### src/rtl/lsu_pkg.sv
`default_nettype none
// +----------------------------------------------------------------------+
// | lsu_pkg: shared funct3 codes, FSM states and access helpers for LSU  |
// | Rev 1.0                                                              |
// +----------------------------------------------------------------------+
package lsu_pkg;

   localparam logic [2:0] F3_LB  = 3'b000;
   localparam logic [2:0] F3_LH  = 3'b001;
   localparam logic [2:0] F3_LW  = 3'b010;
   localparam logic [2:0] F3_LBU = 3'b100;
   localparam logic [2:0] F3_LHU = 3'b101;
   localparam logic [2:0] F3_SB  = 3'b000;
   localparam logic [2:0] F3_SH  = 3'b001;
   localparam logic [2:0] F3_SW  = 3'b010;

   localparam int MEM_BYTES = 4 * 64;

   typedef enum logic [2:0] {
      S_IDLE  = 3'd0,
      S_ACC   = 3'd1,
      S_LD_LO = 3'd2,
      S_LD_HI = 3'd3,
      S_ST_B  = 3'd4,
      S_ERR   = 3'd5,
      S_RESP  = 3'd6
   } lsu_state_t;

   function automatic logic [2:0] size_of(input logic [2:0] funct3);
      case (funct3[1:0])
         2'b00:   return 3'd1;
         2'b01:   return 3'd2;
         default: return 3'd4;
      endcase
   endfunction

   function automatic logic is_legal(input logic we, input logic [2:0] funct3);
      if (we)
         return !funct3[2] && (funct3[1:0] != 2'b11);
      else
         return (funct3 != 3'b011) && (funct3 != 3'b110) && (funct3 != 3'b111);
   endfunction

endpackage
`default_nettype wire

### src/rtl/lsu_load_align.sv
`default_nettype none
// +----------------------------------------------------------------------+
// | lsu_load_align: extracts and extends load data from a two-word window|
// | Rev 1.0                                                              |
// +----------------------------------------------------------------------+
module lsu_load_align (
   input  logic [31:0] lo_word,
   input  logic [31:0] hi_word,
   input  logic [1:0]  off,
   input  logic [2:0]  funct3,
   output logic [31:0] data
);

   logic [63:0] w_cat;
   logic [31:0] w_sh;

   assign w_cat = {hi_word, lo_word};
   assign w_sh  = w_cat[{off, 3'b000} +: 32];

   // funct3[2] selects zero extension (lbu/lhu)
   always_comb begin
      case (funct3[1:0])
         2'b00:   data = funct3[2] ? {24'b0, w_sh[7:0]}  : {{24{w_sh[7]}}, w_sh[7:0]};
         2'b01:   data = funct3[2] ? {16'b0, w_sh[15:0]} : {{16{w_sh[15]}}, w_sh[15:0]};
         default: data = w_sh;
      endcase
   end

endmodule
`default_nettype wire

### src/rtl/lsu_split_ctrl.sv
`default_nettype none
// +----------------------------------------------------------------------+
// | lsu_split_ctrl: load/store control with misaligned access splitting  |
// | Rev 1.0                                                              |
// +----------------------------------------------------------------------+
module lsu_split_ctrl
   import lsu_pkg::*;
#(
   parameter int ADDR_WIDTH = 32,
   parameter int DATA_WIDTH = 32,
   parameter int MEM_SIZE   = 64,
   parameter bit SPLIT_EN   = 1'b1
) (
   input  logic                  clk,
   input  logic                  rst_n,
   input  logic                  req_valid,
   output logic                  req_ready,
   input  logic                  req_we,
   input  logic [2:0]            req_funct3,
   input  logic [ADDR_WIDTH-1:0] req_addr,
   input  logic [DATA_WIDTH-1:0] req_wdata,
   output logic                  resp_valid,
   output logic [DATA_WIDTH-1:0] resp_rdata,
   output logic                  resp_err,
   output logic                  resp_split,
   output logic                  mem_wr_en,
   output logic [2:0]            mem_funct3,
   output logic [ADDR_WIDTH-1:0] mem_addr,
   output logic [DATA_WIDTH-1:0] mem_wdata,
   input  logic [DATA_WIDTH-1:0] mem_rdata
);

   localparam logic [ADDR_WIDTH:0] c_mem_bytes = (ADDR_WIDTH+1)'(4 * MEM_SIZE);

   lsu_state_t            r_state;
   logic                  r_we;
   logic [2:0]            r_funct3;
   logic [ADDR_WIDTH-1:0] r_addr;
   logic [DATA_WIDTH-1:0] r_wdata;
   logic [DATA_WIDTH-1:0] r_lo_word;
   logic [1:0]            r_k;

   logic [2:0]            w_size;
   logic [ADDR_WIDTH:0]   w_end;
   logic                  w_oor;
   logic                  w_mis;
   logic                  w_illegal;
   logic                  w_last_k;
   logic [31:0]           w_al_lo;
   logic [31:0]           w_al_hi;
   logic [31:0]           w_ld_data;

   // last byte address computed one bit wider so it cannot wrap
   assign w_size    = size_of(req_funct3);
   assign w_end     = {1'b0, req_addr} + (ADDR_WIDTH+1)'(w_size) - (ADDR_WIDTH+1)'(1);
   assign w_oor     = (w_end >= c_mem_bytes);
   assign w_mis     = ((w_size == 3'd2) && req_addr[0]) ||
                      ((w_size == 3'd4) && (req_addr[1:0] != 2'b00));
   assign w_illegal = !is_legal(req_we, req_funct3);
   assign w_last_k  = (r_k == 2'(size_of(r_funct3) - 3'd1));
   assign req_ready = (r_state == S_IDLE);

   // aligned loads use a zero high word; split loads pair the saved low word
   assign w_al_lo = (r_state == S_LD_HI) ? r_lo_word : mem_rdata;
   assign w_al_hi = (r_state == S_LD_HI) ? mem_rdata : 32'h0;

   lsu_load_align u_align (
      .lo_word (w_al_lo),
      .hi_word (w_al_hi),
      .off     (r_addr[1:0]),
      .funct3  (r_funct3),
      .data    (w_ld_data)
   );

   always_comb begin
      mem_wr_en  = 1'b0;
      mem_funct3 = F3_LW;
      mem_addr   = '0;
      mem_wdata  = '0;
      case (r_state)
         S_ACC: begin
            mem_wr_en  = r_we;
            mem_funct3 = r_funct3;
            mem_addr   = r_addr;
            mem_wdata  = r_wdata;
         end
         S_LD_LO: mem_addr = r_addr & ~ADDR_WIDTH'(3);
         S_LD_HI: mem_addr = (r_addr & ~ADDR_WIDTH'(3)) + ADDR_WIDTH'(4);
         S_ST_B: begin
            mem_wr_en  = 1'b1;
            mem_funct3 = F3_SB;
            mem_addr   = r_addr + ADDR_WIDTH'(r_k);
            mem_wdata  = DATA_WIDTH'(r_wdata[{r_k, 3'b000} +: 8]);
         end
         default: ;
      endcase
   end

   always_ff @(posedge clk or negedge rst_n) begin
      if (!rst_n) begin
         r_state    <= S_IDLE;
         r_we       <= 1'b0;
         r_funct3   <= 3'b0;
         r_addr     <= '0;
         r_wdata    <= '0;
         r_lo_word  <= '0;
         r_k        <= 2'd0;
         resp_valid <= 1'b0;
         resp_rdata <= '0;
         resp_err   <= 1'b0;
         resp_split <= 1'b0;
      end else begin
         case (r_state)
            S_IDLE: begin
               if (req_valid) begin
                  r_we     <= req_we;
                  r_funct3 <= req_funct3;
                  r_addr   <= req_addr;
                  r_wdata  <= req_wdata;
                  r_k      <= 2'd0;
                  if (w_illegal || w_oor || (w_mis && !SPLIT_EN))
                     r_state <= S_ERR;
                  else if (!w_mis)
                     r_state <= S_ACC;
                  else if (req_we)
                     r_state <= S_ST_B;
                  else
                     r_state <= S_LD_LO;
               end
            end
            S_ACC: begin
               resp_valid <= 1'b1;
               resp_rdata <= r_we ? '0 : DATA_WIDTH'(w_ld_data);
               r_state    <= S_RESP;
            end
            S_LD_LO: begin
               r_lo_word <= mem_rdata;
               r_state   <= S_LD_HI;
            end
            S_LD_HI: begin
               resp_valid <= 1'b1;
               resp_split <= 1'b1;
               resp_rdata <= DATA_WIDTH'(w_ld_data);
               r_state    <= S_RESP;
            end
            S_ST_B: begin
               if (w_last_k) begin
                  resp_valid <= 1'b1;
                  resp_split <= 1'b1;
                  r_state    <= S_RESP;
               end else begin
                  r_k <= r_k + 2'd1;
               end
            end
            S_ERR: begin
               resp_valid <= 1'b1;
               resp_err   <= 1'b1;
               r_state    <= S_RESP;
            end
            S_RESP: begin
               resp_valid <= 1'b0;
               resp_err   <= 1'b0;
               resp_split <= 1'b0;
               resp_rdata <= '0;
               r_state    <= S_IDLE;
            end
            default: r_state <= S_IDLE;
         endcase
      end
   end

endmodule
`default_nettype wire
### config.mk
export PLATFORM = sky130hd
export DESIGN_NAME = lsu_split_ctrl
export DESIGN_NICKNAME = d
export VERILOG_FILES = /design/src/rtl/lsu_pkg.sv /design/src/rtl/lsu_load_align.sv /design/src/rtl/lsu_split_ctrl.sv
export SDC_FILE = /design/constraint.sdc
export NUM_CORES = 1
export LEC_CHECK = 0
export BUFFER_PORTS_ARGS = -buffer_cell sky130_fd_sc_hd__buf_2
export CORE_AREA = 2 2 153 155
export CTS_CLUSTER_DIAMETER = 80
export DETAILED_ROUTE_END_ITERATION = 8
export DIE_AREA = 0 0 155 157
export GPL_TIMING_DRIVEN = 0
export PLACE_DENSITY = 0.7
export SYNTH_ARGS = -nofsm -noshare
export SYNTH_HDL_FRONTEND = slang
export SYNTH_SLANG_ARGS = --single-unit
### constraint.sdc
create_clock -name clk -period 2.99 [get_ports clk]
set_input_delay 0.1495 -clock clk [delete_from_list [all_inputs] [get_ports clk]]
set_output_delay 0.1495 -clock clk [all_outputs]
set_load 0.01 [all_outputs]
==> results of run 1 <==
==> sequential cells by signal, summed over array words and instances, names as in the netlist <==
name        count
resp_err        1
resp_split      1
r_lo_word      32
r_addr         32
resp_valid      1
r_wdata        32
r_we            1
resp_rdata     32
r_state         3
r_k             2
r_funct3        3
==> worst register-to-register path: stages, from the launching register on <==
cell and delay, ns:
dfrtp_1 0.61, inv_1 0.18, clkbuf_1 0.35, nor3_1 0.59, clkbuf_1 0.67, mux2_2 0.43
==> cells in the final DEF, fill, tap and decap left out, types with 6 or more instances in the layout <==
cell type and n:
nand2_1 258, buf_2 208, dfrtp_1 137, o21ai_0 135
inv_1 67, clkbuf_1 64, a21oi_1 64, mux2i_1 64
nor2_1 56, dlygate4sd3_1 55, buf_4 40, mux2_2 38
nand3_1 36, and3_1 35, ha_1 33, o22ai_1 29
nand4_1 28, xnor2_1 26, mux4_2 23, a32oi_1 21
a22o_1 18, clkbuf_16 17, xor2_1 16, nor3_1 14
buf_1 11, a21o_1 11, o211ai_1 11, clkbuf_2 8
o21a_1 8, nand2b_1 7, and2_1 7, inv_8 7
buf_6 7, a31oi_1 6
==> cell families (layout without fill, tap and decap cells) <==
logic type      count (synthesis)  after routing  synth area share (%)
simple gates                  493            493                  20.1
compound gates                364            364                  20.4
buf+inv                       173            502                  5.90
flops                         140            140                  31.4
mux                           127            127                  14.4
xor+xnor                       42             42                  3.30
fa+ha+maj                      39             39                  4.51
other cells                     0              1                     0
==> per-layer routing <==
layer	wire (um)	share of wire, %	vias to the layer above
li1	-	-	5602
met1	17400	43	5919
met2	18600	46	682
met3	3380	8.3	118
met4	1410	3.4	0
met5	0	0	-
==> metrics by stage <==
| stage | TNS [ns] | setup WS, ns | std cells | hold slack (ns) | power (mW) |
|---|---|---|---|---|---|
| after detailed placement | -13.91 | -1.00 | 1870 | 0.158 | 10.1 |
| after floorplan | -0.256 | -0.205 | 1378 | -0.146 | 7.79 |
| after global routing | -2.06 | -0.361 | 1992 | 0.00317 | 13.9 |
| after global placement | -51.74 | -0.921 | 1869 | 0.342 | 10.0 |
| final | -0.726 | -0.258 | 1993 | -0.0242 | 13.1 |
| after CTS | -0.670 | -0.272 | 1981 | -0.0549 | 12.8 |
==> area by class of cell <==
| type | instances | area (um^2) | share of cell area [%] |
|---|---|---|---|
| repair buffers | 306 | 2000 | 13.8 |
| well taps | 285 | 357 | 2.45 |
| diodes | 1 | 2.50 | 0.0172 |
| plain buffers | 92 | 374 | 2.58 |
| clock inverters | 15 | 220 | 1.52 |
| inverters | 72 | 283 | 1.95 |
| multi-input cells | 1065 | 7360 | 50.7 |
| clock buffers | 17 | 425 | 2.93 |
| flip-flops and latches | 140 | 3510 | 24.1 |
==> power groups by stage <==
stage | registers, mW | logic (mW) | clock network, mW
5_1_grt | 3.68 | 7.75 | 2.45
2_1_floorplan | 3.34 | 4.46 | 0
3_5_place_dp | 3.49 | 6.65 | 0
6_report | 3.59 | 7.17 | 2.38
3_3_place_gp | 3.45 | 6.55 | 0
4_1_cts | 3.51 | 6.87 | 2.39
==> how the worst min path moves through the flow <==
| stage | start | endpoint | slack, ns | depth (start not counted) |
|---|---|---|---|---|
| final | req_addr[1] | r_addr[1]$_DFFE_PN0P_ | -0.02 | 3 |
| after global placement | req_wdata[7] | r_wdata[7]$_DFFE_PN0P_ | 0.34 | 3 |
| after floorplan | rst_n | r_addr[0]$_DFFE_PN0P_ | -0.15 | 0 |
| after global routing | req_addr[1] | r_addr[1]$_DFFE_PN0P_ | 0.003 | 3 |
| after CTS | req_funct3[0] | r_funct3[0]$_DFFE_PN0P_ | -0.05 | 3 |
| after detailed placement | rst_n | r_addr[4]$_DFFE_PN0P_ | 0.16 | 1 |
==> what timing repair did <==
item / CTS / global route
resized for setup: 52 / 56
buffers inserted: 31 / 15
hold buffers: 55 / 0
pin swaps: 24 / 35
endpoints found under the setup margin: 48 / 57
endpoints found under the hold margin: 113 / 0
==> impl_metrics.yaml, run 1 <==
status:
  status: "finished, violations left"
  violations: "hold timing, setup timing"
global_routing:
  grt_max_degree: 83
  grt_pass1_wl_um: 62900
  antenna_found_initial: 1
  track_usage_pct: 33.0
  grt_pass1_vias: 11700
  overflow: 0
  grt.met3_usage_pct: 4.85
  grtUsageMet2_pct: 52.8
  grt_busiest_layer: "met2"
  met1_usage_pct: 45.0
worst_setup_path:
  r2r-end: "r_lo_word[13]$_DFFE_PN0P_"
  crit_arrival_ns: 3.61
  critPathKind: "in -> reg"
  path_buf_inv: 4
  reg2reg_slack_ns: 0.06
  crit_end: "r_state[1]$_DFFE_PN0P_"
  rr_worst_depth: 5
  crit_slowest_cell: "or4_4"
  cp_data_required_time_ns: 3.35
  regToRegStartpoint: "r_state[1]$_DFFE_PN0P_"
  cp_cell_sequence: "buf_12 -> inv_12 -> nand2_4 -> ha_4 -> inv_2 -> ha_4 -> inv_2 -> fa_2 -> nor2b_2 -> o31a_1 -> o211ai_4 -> a21oi_2 -> or4_4 -> a2111oi_4 -> nand4_1 -> or4_4 -> a21oi_2"
  cpPeakStageDelay_ns: 0.58
  cp_max_fo: 5
  end_kind: "flip-flop"
  cp.depth: 17
  cpLargestDelayFamily: "simple AND/OR/NAND/NOR gates"
  cp-startpoint: "req_funct3[1]"
  start_kind: "input pin"
synth:
  synthFlopType: "dfrtp_1"
  syn_inst: 1378
  ys_ff_latch: 140
  syn_area_um2: 11200
  async_flop_share_pct: 100
  synth_top_area_cell: "dfrtp_1"
  netlist_top_cells_area: "dfrtp_1 (31%), nand2_1 (8.7%), o21ai_0 (6.2%)"
  synthesis.nets: 1520
  synth.top_cell.area_share_pct: 31.4
  synth_warnings: 0
  netlist_top_cells_count: "nand2_1 (260), dfrtp_1 (140), o21ai_0 (139), clkbuf_1 (79), inv_1 (71)"
  synth_edf_count: 0
  yosysUniqueCellTypes: 66
  syn_avg_cell_area_um2: 8.10
  synth_most_common_cell: "nand2_1"
  yosysSeqAreaShare_pct: 31.4
routing:
  drt_iter0_drc: 1233
  avgRoutedWirePerCell_um: 20.5
  detail-route-antenna-nets: 0
  first_pass_iters: 5
  vias: 12300
  drc: 0
  viasPerCell: 6.18
  postRouteWirelength_um: 40800
power:
  seq_power_share_pct: 27.3
  intPower_mw: 6.98
  leakage_nw: 6.69
  pwr-share-comb_pct: 54.6
  p_per_area_nw_per_um2: 904
  switchingPower_mw: 6.16
  p_clk_share_pct: 18.1
  swShare_pct: 46.9
  peakVddDrop_mv: 0.420
cts:
  cts_tree: "yes"
  cts_inserted_buffers: 17
  cts_buffer_depth: 2
  clk_transition_reported_paths_ns: 0.06
  clock_sinks: 140
  root_buffer: "clkbuf_16"
  h-tree-depth: 4
  clock_latency_ns: 0.44
die:
  rows: 55
  die_y_um: 157
  initial_core_util_pct: 49.6
  coreArea_um2: 22500
  die-area_um2: 24300
  ios: 207
  die_w_um: 155
final_layout:
  drive_above_1_share_pct: 25.2
  nFillCells: 1911
  utilization_pct: 64.6
  area_growth_pct: 30.2
  nets: 1836
  design_area_um2: 14500
placement:
  io_buffers: 206
  place_area_um2: 12600
  dp_hpwl_um: 29400
  place_congestion: 0.978
timing:
  finalCritPeriodShare_pct: 109
  period_minus_slack_ns: 3.25
  max_freq_mhz: 308
  grt_setup_unrepaired: "true"
  max_slew_margin_pct: 33.1
  tightest_slew_ns: 1.00
  setup_slack_ns: -0.258
  finalSetupViolCount: 7
  drv_slew: 0
  hold_slack_ns: -0.0242
  finClkSkew_ns: 0.0137
  finalHoldViolCount: 1
run:
  cap_violations: 0
hold_path:
  hold_path.class: "in -> reg"
No activity file was read; power rests on OpenSTA's default activity.
==> run 2, diff against run 1 <==
SYNTH_HIERARCHICAL = 1   (was default)
==> run 2 against run 1 <==
The run still ends with hold timing, setup timing left. Sequential share of layout area grew 0.31 points. Clock-buffer cell count grew 5. Critical path depth grew 1. Setup slack gained 0.20 ns. Utilization shrank 0.70 points. First-iteration DRC count shrank 11%. Non-clock buffer count shrank 23. Power grew 1.0%. Critical path type unchanged. Critical endpoint is now r_state[2]$_DFFE_PN0P_. Largest cell class unchanged.
==> impl_metrics.yaml, run 2 <==
status:
  status: "finished, violations left"
  violations: "hold timing, setup timing"
worst_setup_path:
  cp-startpoint: "req_funct3[1]"
  regToRegStartpoint: "r_state[2]$_DFFE_PN0P_"
  crit_end: "r_state[2]$_DFFE_PN0P_"
  rr_worst_depth: 11
  cp_max_fo: 3
  r2r-end: "resp_rdata[24]$_DFFE_PN0P_"
  critPathKind: "in -> reg"
  reg2reg_slack_ns: 0.16
  crit_arrival_ns: 3.36
  start_kind: "input pin"
  end_kind: "flip-flop"
  cp_data_required_time_ns: 3.30
die:
  rows: 55
  die_w_um: 155
  die-area_um2: 24300
  ios: 207
  coreArea_um2: 22500
  die_y_um: 157
  initial_core_util_pct: 49.4
timing:
  hold_slack_ns: -0.000378
  setup_slack_ns: -0.0571
  grt_setup_unrepaired: "true"
  drv_slew: 0
  max_freq_mhz: 328
  finalHoldViolCount: 1
  tightest_slew_ns: 0.966
  finalSetupViolCount: 3
  fin_setup_tns_ns: -0.0759
  finalCritPeriodShare_pct: 102
  finClkSkew_ns: 0.00947
  max_slew_margin_pct: 35.0
  period_minus_slack_ns: 3.05
final_layout:
  mostFrequentLayoutCell: "buf_2"
  drive_above_1_share_pct: 32.7
  final_cell_mix: "buf_2 (214), nand2_1 (188), dfrtp_1 (132)"
  nFillCells: 1861
  nets: 1690
  area_growth_pct: 29.3
global_routing:
  grt_pass1_wl_um: 57300
  antenna_found_initial: 0
  overflow: 0
  grt_pass1_vias: 10400
  grt_max_degree: 79
  track_usage_pct: 30.3
placement:
  dp_hpwl_um: 27900
  io_buffers: 206
  place_congestion: 0.967
routing:
  viasPerCell: 6.05
  first_pass_iters: 5
  drt_iter0_drc: 1096
  avgRoutedWirePerCell_um: 20.3
  detail-route-antenna-nets: 0
  postRouteWirelength_um: 37400
  drc: 0
  vias: 11200
cts:
  clk_transition_reported_paths_ns: 0.06
  h-tree-depth: 4
  cts_buffer_depth: 2
  clock_latency_ns: 0.43
  cts_tree: "yes"
  root_buffer: "clkbuf_16"
  clock_sinks: 140
  cts_inserted_buffers: 17
power:
  finalPower_mw: 13.3
  leakage_nw: 6.50
  peakVddDrop_mv: 0.529
  p_per_area_nw_per_um2: 924
synth:
  syn_area_um2: 11100
  synthesis.nets: 1386
  syn_avg_cell_area_um2: 8.93
  syn_inst: 1244
  synth_warnings: 6
run:
  cap_violations: 0
hold_path:
  hold_path.class: "in -> reg"
[run 2: changes by cell type in the layout (fill, tap and decap cells not counted), moves of 28 or more]
cell,previous run,this run
and2_1,7,52
and3_1,35,7
o21ai_0,135,68
mux2_2,38,102
nand2_1,258,188
mux2i_1,64,5
[run 2: metrics by stage]
stage | std cells | util [%] | hold WS [ns] | setup slack, ns | area [um^2]
floorplan | 1244 | - | -0.146 | 0.0532 | 11100
global placement | 1735 | 55.6 | 0.383 | -0.718 | 12500
detailed placement | 1736 | 55.8 | 0.184 | -0.756 | 12500
CTS | 1840 | 62.6 | 0.000409 | -0.151 | 14100
global route | 1845 | 63.9 | 0.00461 | -0.196 | 14400
finish | 1846 | 63.9 | -0.000378 | -0.0571 | 14400
[run 2: what timing repair did]
item                                    CTS  global route
gates resized for setup                  61            59
hold buffers                             60             0
pin swaps                                27            35
endpoints found under the hold margin   121             0
gates cloned                              1             0
setup buffers                            15             9
endpoints found under the setup margin   52            56
[run 2: worst max-delay path: stages]
cell and delay [ns]:
buf_12 0.11, clkinv_8 0.05, nand2_4 0.05, ha_4 0.27, inv_4 0.03, ha_4 0.15
inv_2 0.05, fa_2 0.22, nor2b_4 0.06, o2111ai_4 0.23, nand4_1 0.18, buf_4 0.18
a311oi_4 0.27, o21bai_2 0.14, a221o_1 0.42, o31ai_4 0.36, nand4_1 0.14, a32o_1 0.28
[run 2: power by group]
group / total, mW / switching [mW] / internal [mW]
combinational: 7.32 / 4.01 / 3.32
sequential: 3.73 / 0.876 / 2.86
clock: 2.22 / 0.840 / 1.38
[run 2: worst min path at each step]
stage | startpoint | endpoint | slack [ns] | cells past startpoint
5_1_grt | mem_rdata[26] | r_lo_word[26]$_DFFE_PN0P_ | 0.005 | 2
3_5_place_dp | rst_n | r_addr[28]$_DFFE_PN0P_ | 0.18 | 1
2_1_floorplan | rst_n | r_addr[0]$_DFFE_PN0P_ | -0.15 | 0
6_report | mem_rdata[22] | r_lo_word[22]$_DFFE_PN0P_ | -0.0004 | 2
4_1_cts | req_addr[6] | r_addr[6]$_DFFE_PN0P_ | 0.0004 | 2
3_3_place_gp | req_wdata[9] | r_wdata[9]$_DFFE_PN0P_ | 0.38 | 2
[run 2: routing by layer]
metal	track usage, %	vias to the layer above	part of all wire, %
li1	-	5143	-
met1	42.5	5374	43
met2	47.0	567	46
met3	5.20	91	8.1
met4	11.6	0	3.3
met5	0	-	0
[run 2: layout make-up]
cell class              instances  area, um^2  area share, %
clock inverters                 9         138          0.958
diodes                          1        2.50         0.0174
inverters                      61         245           1.71
repair buffers                291        1870           13.0
flip-flops and latches        140        3510           24.4
well taps                     285         357           2.48
multi-input cells             953        7380           51.3
clock buffers                  22         474           3.30
plain buffers                  84         395           2.75
==> run 3, diff against run 2 <==
PLACE_DENSITY = 0.72   (was 0.7)
SETUP_SLACK_MARGIN = 0.5   (was default)
==> run 3 against run 2 <==
The flow now finishes without violations. Clock power up 2%. Hold slack better by 0.0078 ns. First-iteration DRC count up 9.7%. Critical path depth unchanged.
==> impl_metrics.yaml, run 3 (synthesis gave the netlist of run 2 again) <==
status:
  status: "finished clean"
cts:
  h-tree-depth: 4
  cts_buffer_depth: 2
  clk_transition_reported_paths_ns: 0.06
  clock_latency_ns: 0.43
  cts_tree: "yes"
  root_buffer: "clkbuf_16"
  cts_inserted_buffers: 17
  clock_sinks: 140
hold_path:
  min_to: "r_addr[17]$_DFFE_PN0P_"
  worstHoldPathCells: 2
  min_from: "req_addr[17]"
  hold_path.class: "in -> reg"
worst_setup_path:
  cp_cell_sequence: "buf_12 -> inv_8 -> nand2_4 -> ha_4 -> inv_2 -> ha_4 -> inv_2 -> fa_2 -> nor2b_4 -> o2111ai_4 -> nand4_1 -> buf_4 -> a311oi_4 -> o21bai_2 -> a221o_1 -> o31ai_4 -> nand4_1 -> a32o_1"
  path_buf_inv: 5
  critPathKind: "in -> reg"
  cpLargestDelayFamily: "compound AO/OA/AOI/OAI gates"
  crit_arrival_ns: 3.30
  rr_worst_depth: 7
  end_kind: "flip-flop"
  r2r-end: "r_addr[28]$_DFFE_PN0P_"
  reg2reg_slack_ns: 0.46
  cp_data_required_time_ns: 3.30
  cpPeakStageDelay_ns: 0.39
  cp_max_fo: 4
  regToRegStartpoint: "r_state[0]$_DFFE_PN0P_"
  crit_slowest_cell: "a221o_1"
  start_kind: "input pin"
timing:
  finalHoldViolCount: 0
  finalCritPeriodShare_pct: 99.9
  setup_slack_ns: 0.00233
  period_minus_slack_ns: 2.99
  max_freq_mhz: 335
  grt_setup_unrepaired: "true"
  tightest_slew_ns: 0.932
  finClkSkew_ns: 0.00860
  max_slew_margin_pct: 37.3
  drv_slew: 0
  finalSetupViolCount: 0
  hold_slack_ns: 0.00745
  fin_setup_tns_ns: 0
global_routing:
  grt_pass1_wl_um: 61300
  overflow: 0
  antenna_found_initial: 0
  grt_max_degree: 76
  track_usage_pct: 32.4
  grt_pass1_vias: 11400
placement:
  placedCellCount: 1736
  place_area_um2: 12600
  io_buffers: 206
  dp_hpwl_um: 27900
  place_congestion: 0.941
  pre_cts_ws_ns: -0.703
run:
  cap_violations: 0
routing:
  vias: 12000
  postRouteWirelength_um: 41900
  drc: 0
  drt_iter0_drc: 1202
  first_pass_iters: 6
  avgRoutedWirePerCell_um: 21.5
  viasPerCell: 6.18
  detail-route-antenna-nets: 0
final_layout:
  utilization_pct: 71.2
  area_growth_pct: 44.2
  design_area_um2: 16000
  drive_above_1_share_pct: 43.4
  mostFrequentLayoutCell: "buf_2"
  nFillCells: 1592
  nets: 1787
  diodes: 0
  final_cell_mix: "buf_2 (215), nand2_1 (176), dfrtp_1 (132)"
  instances_no_fill: 1943
die:
  rows: 55
  die_y_um: 157
  coreArea_um2: 22500
  die_w_um: 155
  initial_core_util_pct: 49.4
  die-area_um2: 24300
  ios: 207
power:
  peakVddDrop_mv: 0.645
  finalPower_mw: 15.1
  p_per_area_nw_per_um2: 943
  leakage_nw: 7.31
==> run 3: changes by cell type in the layout (fill, tap and decap cells not counted), sizes merged <==
cell         previous run  this run
buf                   253       349
clkinv                  7         6
nor2                   68        67
inv                    59        61
diode                   1         0
clkbuf                 84        77
clkinvlp                1         3
dlygate4sd3            60        67
==> run 3: what timing repair did <==
action	CTS	global route
cloned	1	0
setup endpoints to repair	176	137
hold buffers	66	1
pin swaps	61	69
resized for setup	250	133
hold endpoints to repair	130	1
buffers inserted	74	33
==> run 3: worst register-to-register path: stages, from the launching register on <==
cell and delay, ns:
dfrtp_1 0.39, buf_6 0.13, buf_4 0.20, nor2_1 0.22, and3_1 0.24, clkbuf_2 0.34
clkbuf_1 0.50, mux2_2 0.41
==> run 3: per-layer routing <==
| layer | vias to the layer above | global-route usage [%] | wire length, um | part of all wire [%] |
|---|---|---|---|---|
| li1 | 5330 | - | - | - |
| met1 | 5746 | 42.0 | 16600 | 40 |
| met2 | 742 | 52.0 | 19400 | 46 |
| met3 | 183 | 6.91 | 3730 | 8.9 |
| met4 | 0 | 15.3 | 2130 | 5.1 |
| met5 | - | 1.66 | 0 | 0 |
==> run 3: how the worst max path moves through the flow <==
stage                                         to           from  depth (start not counted)  slack (ns)
after floorplan           r_state[2]$_DFFE_PN0P_  req_funct3[1]                         16        0.14
after detailed placement  r_state[2]$_DFFE_PN0P_  req_funct3[1]                         17       -0.70
after CTS                 r_state[2]$_DFFE_PN0P_  req_funct3[0]                         17       -0.05
after global routing      r_state[2]$_DFFE_PN0P_  req_funct3[1]                         18        -0.1
after global placement    r_state[2]$_DFFE_PN0P_  req_funct3[1]                         17       -0.71
final                     r_state[2]$_DFFE_PN0P_  req_funct3[1]                         18       0.002
==> run 3: power breakdown <==
group | switching (mW) | internal [mW]
clock network | 0.897 | 1.37
registers | 0.819 | 2.86
logic | 4.91 | 4.27
==> run 3: final cells by class <==
type	instances	area (um^2)	share of cell area (%)
multi-input combinational	952	7910	49.4
sequential	140	3510	21.9
timing repair buffer	382	2740	17.1
buffer	91	633	3.95
clock buffer	20	457	2.85
tap	285	357	2.22
inverter	61	259	1.62
clock inverter	12	161	1.01
